[config.mk]
export PLATFORM = sky130hd
export DESIGN_NAME = id_sampler_gen
export DESIGN_NICKNAME = d
export VERILOG_FILES = /design/src/rtl/lvda_sampler_pkg.sv /design/src/rtl/dm_latch_cell.sv /design/src/rtl/id_sampler_gen.sv
export SDC_FILE = /design/constraint.sdc
export NUM_CORES = 1
export LEC_CHECK = 0
export CAP_MARGIN = 10
export CORE_MARGIN = 3
export CORE_UTILIZATION = 32
export CTS_CLUSTER_DIAMETER = 50
export DETAILED_ROUTE_END_ITERATION = 10
export PLACE_DENSITY = 0.81
export SETUP_SLACK_MARGIN = 0.3
export SLEW_MARGIN = 20
export SYNTH_ARGS = -nofsm -noshare
export SYNTH_HDL_FRONTEND = slang
export SYNTH_SLANG_ARGS = --single-unit
[constraint.sdc]
create_clock -name SIM_CLK -period 1.38 [get_ports SIM_CLK]
set_input_delay 0.276 -clock SIM_CLK [delete_from_list [all_inputs] [get_ports SIM_CLK]]
set_output_delay 0.276 -clock SIM_CLK [all_outputs]
set_load 0.01 [all_outputs]
[src/rtl/lvda_sampler_pkg.sv]
// lvda_sampler_pkg: shared readout states, sizing helpers and reset constants for id_sampler_gen
package lvda_sampler_pkg;

   typedef enum logic [1:0] {RD_IDLE, RD_SHIFT, RD_DONE} rd_state_e;

   localparam logic DM_RST = 1'b0;

   function automatic int clog2(input int v);
      int r;
      r = 0;
      while ((1 << r) < v) r++;
      return r;
   endfunction

   function automatic int frame_len(input int channels, input bit parity);
      return channels + (parity ? 1 : 0);
   endfunction

endpackage

[src/rtl/dm_latch_cell.sv]
// dm_latch_cell: one DM set/clear latch; supply loss beats clear, clear beats set
module dm_latch_cell
   import lvda_sampler_pkg::*;
(
   input  logic clk,
   input  logic rst,
   input  logic v1,
   input  logic clr,
   input  logic set_c,
   output logic dm,
   output logic dmn,
   output logic dm_nxt
);

   logic dm_q, dm_d;

   // next latch value by priority: no supply, clear, set, hold
   always_comb dm_d = ~v1 ? 1'b0 : clr ? 1'b0 : set_c ? 1'b1 : dm_q;

   // latch register
   always_ff @(posedge clk) dm_q <= rst ? DM_RST : dm_d;

   assign dm     = dm_q;
   assign dmn    = ~dm_q;
   assign dm_nxt = dm_d;

endmodule

[src/rtl/id_sampler_gen.sv]
// id_sampler_gen: DM latch bank with serial snapshot readout; ID_SAMPLER_PARITY_EN appends an odd-parity bit
module id_sampler_gen
   import lvda_sampler_pkg::*;
#(
   parameter int CHANNELS     = 4,
   parameter int GROUPS       = 9,
   parameter bit RD_LSB_FIRST = 1'b1
) (
   input  logic                         SIM_CLK,
   input  logic                         SIM_RST,
   input  logic                         V1,
   input  logic [GROUPS-1:0]            GRP_EN,
   input  logic [GROUPS-1:0]            GRP_STB,
   input  logic [GROUPS*CHANNELS-1:0]   SRC_N,
   input  logic                         CLR_REQ,
   input  logic                         CLR_STB,
   input  logic                         CLR_QUAL,
   input  logic                         RD_REQ,
   output logic [CHANNELS-1:0]          DM,
   output logic [CHANNELS-1:0]          DMN,
   output logic                         RD_BUSY,
   output logic                         RD_DATA,
   output logic                         RD_VALID,
   output logic                         RD_LAST
);

`ifdef ID_SAMPLER_PARITY_EN
   localparam bit PAR = 1'b1;
`else
   localparam bit PAR = 1'b0;
`endif
   localparam int FRAME = frame_len(CHANNELS, PAR);
   localparam int CW    = clog2(FRAME + 1);
   localparam logic [CW-1:0] LAST = CW'(FRAME - 1);

   logic [GROUPS:0][CHANNELS-1:0] acc;
   logic [CHANNELS-1:0] set_c, dm_nxt, ord, sh;
   logic [CHANNELS-1:0] snap_q, snap_d;
   logic [CW-1:0]       cnt_q, cnt_d;
   rd_state_e           state_q, state_d;
   logic                clr, bit_sel;

   assign clr    = CLR_REQ & CLR_STB & CLR_QUAL;
   assign acc[0] = '0;

   for (genvar g = 0; g < GROUPS; g++) begin : g_grp
      assign acc[g+1] = acc[g] | ({CHANNELS{GRP_EN[g] & GRP_STB[g]}} & ~SRC_N[g*CHANNELS +: CHANNELS]);
   end

   assign set_c = acc[GROUPS];

   for (genvar c = 0; c < CHANNELS; c++) begin : g_cell
      dm_latch_cell u_cell (
         .clk    (SIM_CLK),
         .rst    (SIM_RST),
         .v1     (V1),
         .clr    (clr),
         .set_c  (set_c[c]),
         .dm     (DM[c]),
         .dmn    (DMN[c]),
         .dm_nxt (dm_nxt[c])
      );
   end

   // readout sequencing: snapshot the post-edge DM on request, shift FRAME bits, one idle-busy cycle
   always_comb begin
      state_d = state_q;
      cnt_d   = cnt_q;
      snap_d  = snap_q;
      case (state_q)
         RD_IDLE: begin
            state_d = RD_REQ ? RD_SHIFT : RD_IDLE;
            cnt_d   = '0;
            snap_d  = RD_REQ ? dm_nxt : snap_q;
         end
         RD_SHIFT: begin
            cnt_d   = cnt_q + CW'(1);
            state_d = (cnt_q == LAST) ? RD_DONE : RD_SHIFT;
         end
         RD_DONE: begin
            cnt_d   = '0;
            state_d = RD_IDLE;
         end
         default: state_d = RD_IDLE;
      endcase
   end

   // readout state, counter and snapshot registers
   always_ff @(posedge SIM_CLK) begin
      if (SIM_RST) begin
         state_q <= RD_IDLE;
         cnt_q   <= '0;
         snap_q  <= {CHANNELS{DM_RST}};
      end else begin
         state_q <= state_d;
         cnt_q   <= cnt_d;
         snap_q  <= snap_d;
      end
   end

   assign ord = RD_LSB_FIRST ? snap_q : {<<{snap_q}};
   assign sh  = ord >> cnt_q;

`ifdef ID_SAMPLER_PARITY_EN
   assign bit_sel = (cnt_q == CW'(CHANNELS)) ? ~^snap_q : sh[0];
`else
   assign bit_sel = sh[0];
`endif

   assign RD_BUSY  = state_q != RD_IDLE;
   assign RD_VALID = state_q == RD_SHIFT;
   assign RD_DATA  = RD_VALID & bit_sel;
   assign RD_LAST  = RD_VALID & (cnt_q == LAST);

endmodule
**After elaboration in Yosys (flattened, before gate mapping)**

Cells that the tools add are included.
W data, S select, Z words.

- Bits in registers: 13
- Output and inout port bits: 12

- Add/sub/neg operators: 1
- Equal/unequal tests: 3
- Shifts and indexed selects: 1
- Multiplexer cells: 16
- Bitwise logic cells: 43
- Reductions and logical operators: 5

Operator list:

| kind | number |
|---|---|
| $and A4 B4 Y4 | 9 |
| $not A4 Y4 | 9 |
| $or A4 B4 Y4 | 8 |
| $and A1 B1 Y1 | 13 |
| $mux W1 | 13 |
| $pmux W3 S2 | 1 |
| $not A1 Y1 | 4 |
| $pmux W2 S2 | 1 |
| $reduce_bool A2 Y1 | 2 |
| $shr A4 B3 Y1 | 1 |
| $add A3 B1 Y3 const B | 1 |
| $eq A3 B2 Y1 const B | 1 |
| $eq A2 B1 Y1 const B | 1 |
| $eq A2 B2 Y1 const B | 1 |
| $logic_not A2 Y1 | 1 |
| $mux W2 | 1 |
| $reduce_and A2 Y1 | 1 |
| $reduce_or A2 Y1 | 1 |

**Depth between registers and ports, before layout**

Gate-level depths: netlist of the first run.

- Word-level depth: 13
- Mapped depth: 5
- Gate-level depth less buffers: 5

**By module**

Synthesis of the first run repeated with hierarchy kept, for this count alone.

- Cell total of the unflattened synthesis: 100
- Area total of the unflattened synthesis: 875.8 µm²

By module, submodules not included:

| module | times used | cells each | area an instance (µm²) | sequential area each (µm²) |
|---|---|---|---|---|
| id_sampler_gen | 1 | 80 | 675.6 | 180.2 |
| dm_latch_cell | 4 | 5 | 50.0 | 20.0 |

**Worst setup path after synthesis of the first run**

OpenSTA, ideal clock, no wires.

- Kind: register to output
- Start: register state_q[0]
- End: output port RD_DATA
- Arrival time: 1042 ps
- Required time: 1104 ps
- Slack: 62 ps
- Stages on the path, launching flop included: 4
- Cell sequence: dfxtp_1 > nor2b_4 > inv_2 > a2111oi_2

- Longest elaborated chain between the ends: 2

Ends and longest elaborated chain:

| element | line | source |
|---|---|---|
| from (decl) | id_sampler_gen.sv:40 | `rd_state_e state_q, state_d;` |
| from (signal assigned) | id_sampler_gen.sv:95 | `state_q <= state_d;` |
| $eq A2 B1 Y1 | id_sampler_gen.sv:111 | `assign RD_VALID = state_q == RD_SHIFT;` |
| named net RD_VALID | id_sampler_gen.sv:23 | `output logic RD_VALID,` |
| $and A1 B1 Y1 | id_sampler_gen.sv:112 | `assign RD_DATA = RD_VALID & bit_sel;` |
| to (decl) | id_sampler_gen.sv:22 | `output logic RD_DATA,` |

The timed path passes the listed nets, and every way through them passes these cells.

**Worst setup path after layout of the first run**

- Start: register state_q[0]
- End: output port RD_DATA

- Longest elaborated chain between the ends: 2

Ends and longest elaborated chain:

| element | line |
|---|---|
| $eq A2 B1 Y1 | id_sampler_gen.sv:111 |
| $and A1 B1 Y1 | id_sampler_gen.sv:112 |

Every way passes these cells.

==> results of run 1 <==
==> cells by family (layout without fill, tap and decap cells) <==
| logic type | count (synthesis) | in the layout |
|---|---|---|
| mux | 3 | 3 |
| flops | 13 | 13 |
| xor+xnor | 1 | 1 |
| simple gates | 51 | 51 |
| compound gates | 22 | 22 |
| buf+inv | 17 | 113 |
| fa+ha+maj | 2 | 2 |
==> state kept, by name (all words and copies together) (netlist names) <==
register,flops
g_cell.u_cell.dm,4
ord,4
cnt_q,3
state_q,2
==> Yosys cell counts <==
library cell,n,area (µm²)
a21oi_1,2,10.01
o22ai_1,4,25.02
or2b_1,1,7.510
mux2i_1,3,30.03
ha_1,2,25.02
nor2_1,9,33.78
nand3_1,1,5.000
nand3b_4,1,20.02
inv_2,1,3.750
nor4_1,2,12.51
or2_4,1,8.760
o2111ai_1,6,52.55
nand2_1,11,41.29
o21ai_1,4,20.02
inv_1,7,26.28
nand3b_1,18,135.1
a211oi_1,1,7.510
xor2_1,1,8.760
nor3_1,4,20.02
nor2b_1,1,6.260
dfxtp_1,13,260.3
nor2_4,1,11.26
buf_6,1,11.26
a2111oi_2,1,15.01
o21ai_0,4,20.02
nor2b_4,1,13.76
buf_4,8,60.06
==> repair_timing <==
item,4_1_cts,5_1_grt
gates resized for setup,122,61
endpoints found under the setup margin,23,21
hold endpoints to repair,0,0
pin swaps,22,29
buffers inserted,7,5
==> where the power goes <==
part | switching (µW) | internal (µW)
Clock | 120 | 112
Sequential | 14.9 | 394
Combinational | 174 | 265
Total | 310 | 771
==> path summary, 6_finish.rpt <==
path	from	end	depth (start not counted)
hold / removal	SIM_RST	state_q[1]	3
setup reg to reg	cnt_q[0]	state_q[0]	9
setup / recovery	state_q[0]	RD_DATA	4
hold reg to reg	ord[0]	ord[0]	2
==> layout make-up <==
cell class              count  area [µm²]
flip-flops and latches     13       275.3
clock buffers               4       26.28
well taps                  30       37.54
repair buffers            101       903.4
inverters                   8       32.53
fillers                   171       565.5
multi-input cells          79       726.9
==> layer usage <==
layer,track usage [%],vias to the layer above
li1,-,577
met1,20.69,518
met2,41.64,61
met3,5.044,8
met4,5.825,0
met5,0,-
==> worst max-delay path: stages (launching register included) <==
cell       delay (ps)
dfxtp_2           330
nor2b_4           150
inv_2              60
a2111oi_4         300
buf_2             180
==> through the flow <==
stage          TNS (ps)  cell area (µm²)  worst slack (ps)  hold WS (ps)  total power (µW)
2_1_floorplan         0            909.6             232.8         345.4             553.6
6_report         -391.0             2002            -190.5         328.6              1081
5_1_grt          -609.7             2002            -269.0         371.1              1136
3_5_place_dp      -2011             1724            -312.9         439.8             824.0
3_3_place_gp      -1724             1724            -306.5         440.4             814.9
4_1_cts          -426.4             1848            -217.2         452.5              1045
==> impl_metrics.toml, run 1 <==
[outcome]
outcome = "finished, violations left"
violations = "negative setup slack"

[logic_synthesis]
yosysWarnings = 0
syn_inst = 109
avgSynthCellArea_um2 = 8.173
synthAdderAreaFrac_pct = 2.809
syn-cell-area_um2 = 890.9
yosys.cell_types.count = 27
synth_seq_cells = 13
muxShareOfSynthArea_pct = 3.371
yosysSeqAreaShare_pct = 29.21
synth_compound_area_share_pct = 16.85
synth_xor_area_share_pct = 0.9831
synth_top_family_by_area = "simple AND/OR/NAND/NOR gates"
synthesis.nets = 172
synth-simple-area-share_pct = 35.39

[route]
firstDrtPassIters = 4
met1Wirelength_um = 1173
final_antenna_net_count = 0
vias_per_cell = 4.953
top_layer_used = "met4"
wl_per_cell_um = 14.66
drt_iter0_drc = 10
wl_um = 3445
vias = 1164
wl_met2_um = 1940
dr_wl_met3_um = 286
drc = 0

[finish]
fin_cells = 235
diodes = 0
final_common_cell = "dlygate4sd2_1"
area_growth_pct = 124.7
fin_nets = 269
fin_util_pct = 77.97
drive_above_1_share_pct = 52.20
final_cell_mix = "dlygate4sd2_1, buf_4, nand3b_1, dlymetal6s2s_1, buf_6"

[sta]
slew_violations = 0
finalHoldViolations = 0
setup_ws_ps = -190.5
maxClockFrequency_ghz = 0.6368
min_period_ps = 1570
relSlewSlack_pct = 80.51
period_share_pct = 113.8
worst_pin_slew_ps = 289.3
rsz0062_at_grt = "yes"
setup_viol = 3
skew_ps = 5.222

[critical_path]
start_kind = "flip-flop"
r2r_slack_ps = -30
path_max_fanout = 2
crit_arrival_ps = 1290
critPathRequiredTime_ps = 1100
worstSetupPathType = "flip-flop to primary output"
worstSetupEndpointType = "primary output"

[floorplan]
rows = 18
initial_utilization_pct = 34.70
core_region_area_um2 = 2567
die_w_um = 58.76
ios = 73
dieArea_um2 = 3453
die_h_um = 58.76

[clock_network]
postCtsHoldBufs = 0
cts_root_buffer = "clkbuf_4"
clock_sink_count = 13
clk_transition_reported_paths_ps = 80
numCtsBuffers = 3
worst_skew_pair.late_latency_ps = 280
cts_tree = "built"
cts_max_level = 1
cts_buffer_depth = 2

[placement]
dp_cells = 219
hpwl_um = 2712
port_buffers = 72
gp_congestion = 0.8047

[global_routing]
grt_pass1_wl_um = 5492
overflow = 0
grt_pass1_vias = 1291
grt_max_degree = 8
track_usage_pct = 20.81
antenna_found_initial = 0

[power]
power_leakage_uw = 0.0009770
ir_drop_mv = 0.4444
power_density_nw_per_um2 = 539.8

[hold_path]
hold_path.class = "input port to flip-flop"

[flow_run]
cap_viol_max_count = 0
Power figures use the tool's default switching activity.
==> run 2, diff against run 1 <==
--- a/config.mk
+++ b/config.mk
@@ -10,7 +10,7 @@
 export CORE_UTILIZATION = 32
 export CTS_CLUSTER_DIAMETER = 50
 export DETAILED_ROUTE_END_ITERATION = 10
-export PLACE_DENSITY = 0.81
+export PLACE_DENSITY = 0.87
 export SETUP_SLACK_MARGIN = 0.3
 export SLEW_MARGIN = 20
 export SYNTH_ARGS = -nofsm -noshare
==> run 2 against run 1 <==
Against the previous run:
- the run still ends with negative setup slack left
- global-route usage is 1.6 points lower
- critical path depth unchanged
- cell count decreased by 2.1%
- power rose by 0.90%
- sequential cell count unchanged
- maximum frequency down 1.2%
- sequential share of layout area grew 0.11 points
- critical path type unchanged
==> impl_metrics.toml, run 2 (same netlist as run 1, synthesis figures left out) <==
[sta]
skew_ps = 1.220
hold_slack_ps = 473.3
slew_violations = 0
min_period_ps = 1589
rsz0062_at_grt = "yes"
finalHoldViolations = 0
maxClockFrequency_ghz = 0.6293
period_share_pct = 115.2
fin_setup_tns_ps = -413.8
worst_pin_slew_ps = 275.7
setup_viol = 3
relSlewSlack_pct = 81.62
setup_ws_ps = -209.2

[clock_network]
cts_tree = "built"
cts_root_buffer = "clkbuf_4"
clk_transition_reported_paths_ps = 80
worst_skew_pair.late_latency_ps = 270
clock_sink_count = 13
cts_buffer_depth = 2
postCtsHoldBufs = 0
numCtsBuffers = 3
cts_max_level = 1

[critical_path]
crit_arrival_ps = 1310
start_kind = "flip-flop"
critPathRequiredTime_ps = 1100
path_buf_inv = 2
worstSetupPathType = "flip-flop to primary output"
crit_start = "state_q[0]"
worstSetupEndpointType = "primary output"
crit_slowest_cell = "dfxtp_2"
crit-reg2reg-launch = "state_q[0]"
max_stage_delay_ps = 340
critPathTopFamily = "flip-flops"
path_max_fanout = 2
worstPathCellList = "nor2b_4 -> inv_2 -> a2111oi_4 -> buf_2"

[power]
ir_drop_mv = 0.4790
p_total_uw = 1090
power_density_nw_per_um2 = 554.0
power_leakage_uw = 0.0009433

[floorplan]
core_region_area_um2 = 2567
die_h_um = 58.76
rows = 18
initial_utilization_pct = 34.70
dieArea_um2 = 3453
ios = 73
die_w_um = 58.76

[finish]
fin_util_pct = 76.66
fin_nets = 264
multi_input_area_um2 = 700.7
final_cell_mix = "dlygate4sd2_1, nand3b_1, clkdlybuf4s50_1, buf_4, dlymetal6s2s_1"
diodes = 0
stdcell_area_um2 = 1968
drive_above_1_share_pct = 46.50
fillCellCount = 176
area_growth_pct = 120.9
seqCellArea_um2 = 272.8
final_common_cell = "dlygate4sd2_1"

[route]
firstDrtPassIters = 4
vias_per_cell = 5.109
wl_per_cell_um = 15.64
drc = 0
vias = 1175
drt_iter0_drc = 17
final_antenna_net_count = 0
wl_um = 3597

[global_routing]
grt_pass1_wl_um = 5147
antenna_found_initial = 0
overflow = 0
track_usage_pct = 19.19
grt_pass1_vias = 1268
grt_max_degree = 8

[hold_path]
hold_start = "ord[0]"
hold_path.class = "flip-flop to flip-flop"

[placement]
gp_congestion = 0.7931
port_buffers = 72
hpwl_um = 2676
placed_area_um2 = 1717

[outcome]
violations = "negative setup slack"
outcome = "finished, violations left"

[flow_run]
cap_viol_max_count = 0
[run 2: cell count changes in the layout (fill, tap and decap cells not counted), moves of 2 or more]
| cell | change |
|---|---|
| inv_2 | +2 |
| o21ai_1 | +4 |
| dlygate4sd2_1 | -5 |
| o21ai_2 | -4 |
| clkdlybuf4s15_1 | +3 |
| clkbuf_2 | -6 |
| clkdlybuf4s50_1 | +7 |
| buf_4 | -4 |
[run 2: layer usage]
layer	GRT usage (%)	up-vias	share of wire, %
met3	6.579	8	9.2
met2	35.65	63	55
li1	-	570	-
met4	8.091	0	2.1
met5	0	-	0
met1	19.14	534	34
[run 2: worst paths after layout]
check,cells after the start,slack (ps),to
hold / removal,2,470,ord[0]
setup reg to reg,8,40,ord[2]
hold reg to reg,2,470,ord[0]
setup / recovery,4,-210,RD_DATA
[run 2: timing repair]
| action | in CTS | in global routing |
|---|---|---|
| endpoints found under the setup margin | 23 | 21 |
| buffers inserted | 4 | 4 |
| resized for setup | 108 | 53 |
| pin swaps | 15 | 26 |
[run 2: layout make-up]
class | instances | area share (%)
timing repair buffer | 96 | 45.77
multi-input combinational | 79 | 35.60
sequential | 13 | 13.86
tap | 30 | 1.907
inverter | 8 | 1.526
clock buffer | 4 | 1.335
[run 2: power by group]
group          switching (µW)  internal [µW]  leakage, µW
registers                16.7            396     0.000110
clock network             124            112    0.0000150
logic                     170            273     0.000819
[run 2: stage by stage]
step           setup WS [ps]  std cells
2_1_floorplan          232.8        109
4_1_cts               -226.0        226
3_3_place_gp          -311.6        218
5_1_grt               -267.8        230
6_report              -209.2        230
3_5_place_dp          -325.9        218
[run 2: tightest hold or removal path: cells and delay by family (launching register included)]
family / cells / cell delay [ps]
compound gates: 1 / 50
flops: 1 / 320
simple gates: 1 / 60
==> run 3, diff against run 2 <==
--- a/config.mk
+++ b/config.mk
@@ -8,7 +8,6 @@
 export CAP_MARGIN = 10
 export CORE_MARGIN = 3
 export CORE_UTILIZATION = 32
-export CTS_CLUSTER_DIAMETER = 50
 export DETAILED_ROUTE_END_ITERATION = 10
 export PLACE_DENSITY = 0.87
 export SETUP_SLACK_MARGIN = 0.3
==> results of run 3 <==
The final DEF is identical to that of run 2; final timing and power are the same.
